**config.mk**
```make
export PLATFORM = sky130hd
export DESIGN_NAME = oled_text_refresh
export DESIGN_NICKNAME = d
export VERILOG_FILES = /design/src/rtl/oled_text_refresh.sv
export SDC_FILE = /design/constraint.sdc
export NUM_CORES = 1
export LEC_CHECK = 0
export BUFFER_PORTS_ARGS = -buffer_cell sky130_fd_sc_hd__buf_2
export CAP_MARGIN = 0
export CELL_PAD_IN_SITES_DETAIL_PLACEMENT = 0
export CELL_PAD_IN_SITES_GLOBAL_PLACEMENT = 1
export CORE_MARGIN = 1
export CORE_UTILIZATION = 52
export CTS_CLUSTER_DIAMETER = 200
export DETAILED_ROUTE_END_ITERATION = 12
export PLACE_DENSITY = 0.87
export SLEW_MARGIN = 10
export SYNTH_ARGS = -nofsm -noshare
export SYNTH_HDL_FRONTEND = slang
export SYNTH_SLANG_ARGS = --single-unit
```
**constraint.sdc**
```tcl
create_clock -name clk -period 2.9 [get_ports clk]
set_clock_uncertainty 0.1 [all_clocks]
set_input_delay 0.145 -clock clk [delete_from_list [all_inputs] [get_ports clk]]
set_output_delay 0.145 -clock clk [all_outputs]
set_load 0.03 [all_outputs]
```
**src/rtl/oled_text_refresh.sv**
```systemverilog
// oled_text_refresh: text buffer front end that powers the OLED panel and re-renders dirty frames
module oled_text_refresh #(
  parameter int COLS = 16,
  parameter int ROWS = 4,
  parameter bit AUTO_START = 1'b1,
  parameter INIT_FILE = "",
  localparam int A_W = $clog2(ROWS) + $clog2(COLS)
) (
  input  logic           clk,
  input  logic           rst,
  input  logic           host_wr_en,
  input  logic [A_W-1:0] host_wr_addr,
  input  logic [7:0]     host_wr_data,
  input  logic           refresh_req,
  input  logic           disp_enable,
  output logic           ctl_disp_on_start,
  input  logic           ctl_disp_on_ready,
  output logic           ctl_disp_off_start,
  input  logic           ctl_disp_off_ready,
  output logic           ctl_write_start,
  output logic [7:0]     ctl_write_ascii,
  output logic [A_W+2:0] ctl_write_base_addr,
  input  logic           ctl_write_ready,
  output logic           ctl_update_start,
  output logic           ctl_update_clear,
  input  logic           ctl_update_ready,
  output logic           busy,
  output logic           disp_is_on,
  output logic [15:0]    frames_done
);
  typedef enum logic [2:0] {OFF, PWR_ON, IDLE, FETCH, LOAD, WR_WAIT, UPD_WAIT, PWR_OFF} state_t;
  localparam logic [A_W-1:0] LAST = A_W'(ROWS * COLS - 1);
  state_t state;
  logic [7:0] mem [ROWS*COLS];
  logic [7:0] rd_data;
  logic [A_W-1:0] addr;
  logic dirty, low_seen, pend, cur_ready, done;
  always_ff @(posedge clk) begin
    if (host_wr_en) mem[host_wr_addr] <= host_wr_data;
    if (state == FETCH) rd_data <= mem[addr];
  end
  always_comb begin
    cur_ready = state == PWR_ON  ? ctl_disp_on_ready :
                state == PWR_OFF ? ctl_disp_off_ready :
                state == WR_WAIT ? ctl_write_ready : ctl_update_ready;
    done = low_seen & cur_ready;
  end
  assign ctl_update_clear = 1'b0;
  always_ff @(posedge clk) begin
    if (rst) begin
      state <= AUTO_START ? PWR_ON : OFF;
      pend <= AUTO_START;
      dirty <= 1'b1;
      addr <= '0;
      low_seen <= 1'b0;
      ctl_disp_on_start <= 1'b0;
      ctl_disp_off_start <= 1'b0;
      ctl_write_start <= 1'b0;
      ctl_update_start <= 1'b0;
      ctl_write_ascii <= '0;
      ctl_write_base_addr <= '0;
      busy <= 1'b0;
      disp_is_on <= 1'b0;
      frames_done <= '0;
    end else begin
      ctl_disp_on_start <= 1'b0;
      ctl_disp_off_start <= 1'b0;
      ctl_write_start <= 1'b0;
      ctl_update_start <= 1'b0;
      busy <= !(state inside {OFF, IDLE});
      if (!cur_ready) low_seen <= 1'b1;
      if (host_wr_en | refresh_req) dirty <= 1'b1;
      case (state)
        OFF: if (disp_enable & ctl_disp_on_ready) begin
          ctl_disp_on_start <= 1'b1;
          low_seen <= 1'b0;
          state <= PWR_ON;
        end
        PWR_ON: if (pend) begin
          if (ctl_disp_on_ready) begin
            ctl_disp_on_start <= 1'b1;
            low_seen <= 1'b0;
            pend <= 1'b0;
          end
        end else if (done) begin
          disp_is_on <= 1'b1;
          state <= IDLE;
        end
        IDLE: if (!disp_enable & ctl_disp_off_ready) begin
          ctl_disp_off_start <= 1'b1;
          disp_is_on <= 1'b0;
          low_seen <= 1'b0;
          state <= PWR_OFF;
        end else if (dirty & ctl_write_ready) begin
          addr <= '0;
          dirty <= host_wr_en | refresh_req;
          state <= FETCH;
        end
        FETCH: state <= LOAD;
        LOAD: if (ctl_write_ready) begin
          ctl_write_ascii <= rd_data;
          ctl_write_base_addr <= {addr, 3'b000};
          ctl_write_start <= 1'b1;
          low_seen <= 1'b0;
          state <= WR_WAIT;
        end
        WR_WAIT: if (done) begin
          if (addr != LAST) begin
            addr <= addr + 1'b1;
            state <= FETCH;
          end else if (ctl_update_ready) begin
            ctl_update_start <= 1'b1;
            low_seen <= 1'b0;
            state <= UPD_WAIT;
          end
        end
        UPD_WAIT: if (done) begin
          frames_done <= frames_done + 1'b1;
          addr <= '0;
          state <= IDLE;
        end
        PWR_OFF: if (done) state <= OFF;
        default: state <= OFF;
      endcase
    end
  end
endmodule

```
# Word level (Yosys, flattened, before mapping)
# Memories as Yosys holds them, arrays and structs flattened. A register that Yosys moved wholly into a read port is not among the register bits.
# Cells that the tools add are included.
totals:
  input_bits: 23
  memories: 1
  reg_bits: 48
  ram_bits: 512
mem_list:
  columns: ["name", "depth", "word_bits", "rd", "rd_clocked_by_memory_dff", "write_ports", "line", "source"]
  rows:
  - ["mem", 64, 8, 1, 1, 1, "34", "logic [7:0] mem [ROWS*COLS];"]
classes:
  muxes: 49
  addsub: 2
  n_reduce_logical: 14
  n_bitwise: 9
  eq_ne: 21
op_table:
  columns: ["cell", "n"]
  rows:
  - ["$mux 3", 10]
  - ["$mux 6", 5]
  - ["$mux 1", 29]
  - ["$pmux 3 s8", 1]
  - ["$pmux 6 s3", 1]
  - ["$add 16x1->16 const B", 1]
  - ["$ne 2x2->1 const B", 7]
  - ["$eq 3x3->1 const B", 4]
  - ["$ne 2x1->1 const B", 4]
  - ["$reduce_and 7->1", 1]
  - ["$add 6x1->6 const B", 1]
  - ["$eq 3x2->1 const B", 2]
  - ["$ne 6x6->1 const B", 1]
  - ["$reduce_and 6->1", 1]
  - ["$pmux 1 s5", 1]
  - ["$and 1x1->1", 4]
  - ["$not 1->1", 4]
  - ["$pmux 1 s2", 2]
  - ["$reduce_and 2->1", 2]
  - ["$reduce_and 4->1", 1]
  - ["$reduce_bool 2->1", 2]
  - ["$reduce_or 2->1", 2]
  - ["$reduce_or 4->1", 1]
  - ["$eq 3x1->1 const B", 1]
  - ["6 further kinds", 7]

# Depth between registers and ports, before layout
logic_depth:
  ltp_word: 9
  mapped_depth: 9

# Worst setup path before layout
# OpenSTA, ideal clock, no wires.
synth_path:
  kind: "register to register"
  from: "register addr[0]"
  to: "register rd_data[4] (read register of mem) (data pin)"
  stages_incl_launch_ff: 7
  n_path_buf: 2
  setup_slack_ps: 636
  period_less_slack_ps: 2264
  t_arrival_ps: 1903
  cell_sequence: "dfxtp_1 buf_6 buf_2 mux4_2 a221oi_2 a22oi_1 a221o_1"
synth_lines:
  columns: ["element", "line", "source"]
  rows:
  - ["from (decl)", "36", "logic [A_W-1:0] addr;"]
  - ["from (signal assigned)", "109", "addr <= addr + 1'b1;"]
  - ["to (decl)", "35", "logic [7:0] rd_data;"]

==> impl_metrics.toml <==
[outcome]
outcome = "complete, no violations"

[setup_path]
cp.arrival_ns = 3.02
required_ns = 3.16
worst_setup_path_start_kind = "flip-flop"
crit_type = "reg -> reg"
crit_fanout = 25
r2r_end = "rd_data[1]"
crit-reg2reg-launch = "addr[0]"
worstRegToRegCells = 6
reg2reg_slack_ns = 0.14
end_kind = "flip-flop"

[grt]
grt_pass1_vias = 12300
use_met2 = 0.390
use_met3 = 0.0531
grt_use_met1 = 0.330
grt_overflow = 0
grt_max_degree = 65
grtUsageTotal = 0.241
grt_pass1_wl_um = 77300
grt_busiest_layer = "met2"
antenna_found_initial = 1

[yosys]
yosys.area.top_type = "edfxtp_1"
synth_area_leaders = "edfxtp_1 70%, mux4_2 12%, dfxtp_1 4.3%"
synth_top_area_share = 0.698
async_reset_ff_frac = 0
synth_commonest_cells = "520 x edfxtp_1, 119 x mux4_2, 102 x nor2_1"
synth_edf_count = 520
syn_avg_cell_area_um2 = 18.1
synth_cells = 1235
yosys_warnings = 0
ys.flop_type = "edfxtp_1"
yosysMostFrequentCell = "edfxtp_1"
syn_area_um2 = 22400
yosysSeqAreaShare = 0.741
synthDistinctLibCells = 57
synth-seq-cells = 568

[drt]
wl_per_cell_um = 25.8
totalWireLength_um = 51400
detail_route.first_pass.iterations = 5
drt_first_iter_violations = 1525
ant_nets = 0
drc = 0
vias = 12300
vias_per_cell = 6.19

[job]
max_cap_violations = 0

[hold_path]
whs_endpoint = "ctl_write_ascii[0]"
whs_path_depth = 6
hold_path.startpoint = "ctl_write_ready"
hold_class = "in -> reg"

[floorplan]
ioPinCount = 63
die_y_um = 209
core_um2 = 42100
dieWidth_um = 209
row_count = 75
start_util = 0.531
dieArea_um2 = 43800

[cts]
cts.clk_slew.worst_paths_ns = 0.06
cts_resized = 0
cts_root_buf = "clkbuf_16"
clk_latency_ns = 0.61
cts_htree_levels = 2
numCtsBuffers = 55
cts_buffer_depth = 3
cts_tree = "built"
clock-sinks = 568

[sta]
rsz0062_at_grt = "false"
min_period_ns = 2.76
finalSetupTns_ns = 0
tightest_slew_ns = 1.19
fin_crit_sh = 0.951
finalMaxSlewViolations = 0
relSlewSlack = 0.206
report.final.setup_viol = 0
clock.fmax_mhz = 363
hold_viol_final = 0

[placed_design]
dp_hpwl_um = 32400
placed_area_um2 = 23900
gp_congestion = 0.817
port_buffers = 58
dp_cells = 1880

[finish]
fin_cells = 1994
final_area_um2 = 25700
fillers = 2903
drive_gt1_frac = 0.265
area_delta_synth_final_pct = 15.1
utilization = 0.611
layout.nets = 1433

[power]
ir_drop_uv = 558
finalPower_mw = 16.4
leakagePower_nw = 8.25
powerDensity_nw_per_um2 = 635
layout by cell type, fill, tap and decap left out, types with 10 or more instances in the layout:
cell type / count
nand3_1: 31
o21ai_0: 13
buf_2: 58
nor3_1: 10
a21oi_1: 40
nor2_1: 102
buf_4: 107
mux2i_1: 30
a22oi_1: 35
mux4_2: 119
nor2b_1: 15
dlygate4sd3_1: 10
clkbuf_1: 11
clkbuf_16: 56
nand2_1: 86
clkinv_1: 13
clkinv_2: 15
dfxtp_1: 45
edfxtp_1: 520
inv_1: 10
layout make-up:
cell class                 instances  area, µm²  area share
timing repair buffer             183       1350      0.0526
antenna                            1       2.50   0.0000972
tap                              539        674      0.0262
clock inverter                    36        263      0.0102
multi-input combinational        590       5380       0.209
clock buffer                      67       1440      0.0560
sequential                       568      16600       0.644
inverter                          10       37.5     0.00146
worst max-delay path, stage by stage, from the launching register on:
cell and delay [ns]:
dfxtp_4 0.39, buf_12 0.23, buf_4 0.27, mux4_2 0.58, a221oi_2 0.47, a22oi_1 0.17
a221o_1 0.29
sequential cells by signal, indices dropped and copies added, names as in the netlist:
signal,cells
busy,1
ctl_disp_on_start,1
ctl_write_base_addr,6
state,3
pend,1
addr,6
low_seen,1
mem,512
ctl_write_ascii,8
disp_is_on,1
dirty,1
ctl_disp_off_start,1
ctl_write_start,1
frames_done,16
ctl_update_start,1
rd_data,8
how the worst max path moves through the flow:
stage	from	slack, ns	to
2_1_floorplan	addr[0]	0.64	rd_data[4]
3_3_place_gp	addr[0]	0.20	rd_data[4]
3_5_place_dp	addr[0]	0.13	rd_data[4]
4_1_cts	addr[0]	0.12	rd_data[4]
5_1_grt	addr[0]	0.008	rd_data[4]
6_report	addr[0]	0.14	rd_data[1]
metrics by stage:
step	setup slack [ns]	hold slack, ns
global route	0.00797	0.0550
detailed placement	0.134	0.249
finish	0.142	0.0434
CTS	0.125	0.0198
global placement	0.204	0.240
floorplan	0.636	0.137
cells by family after synthesis:
group / share of synthesized area
other: 0.000168
muxes: 0.134
adders and majority gates: 0.00112
AOI/OAI and AO/OA: 0.0434
DFF: 0.741
xor gates and xnor gates: 0.00470
buffers and inverters: 0.0185
and+or+nand+nor: 0.0566
metal layers:
metal / share of wire / vias up
met1: 0.39 / 6260
met2: 0.49 / 695
met3: 0.097 / 95
met5: 0 / -
met4: 0.028 / 0
li1: - / 5289
power breakdown:
part	switching, mW	total [mW]	internal, mW
Sequential	0.0438	9.05	9.00
Combinational	0.381	0.544	0.162
Clock	2.96	6.76	3.80
what timing repair did:
item / 4_1_cts / 5_1_grt
endpoints found under the hold margin: 52 / 0
hold buffers: 10 / 0
buffers inserted: 0 / 0
Note: power is estimated with default switching activity, not from simulation.
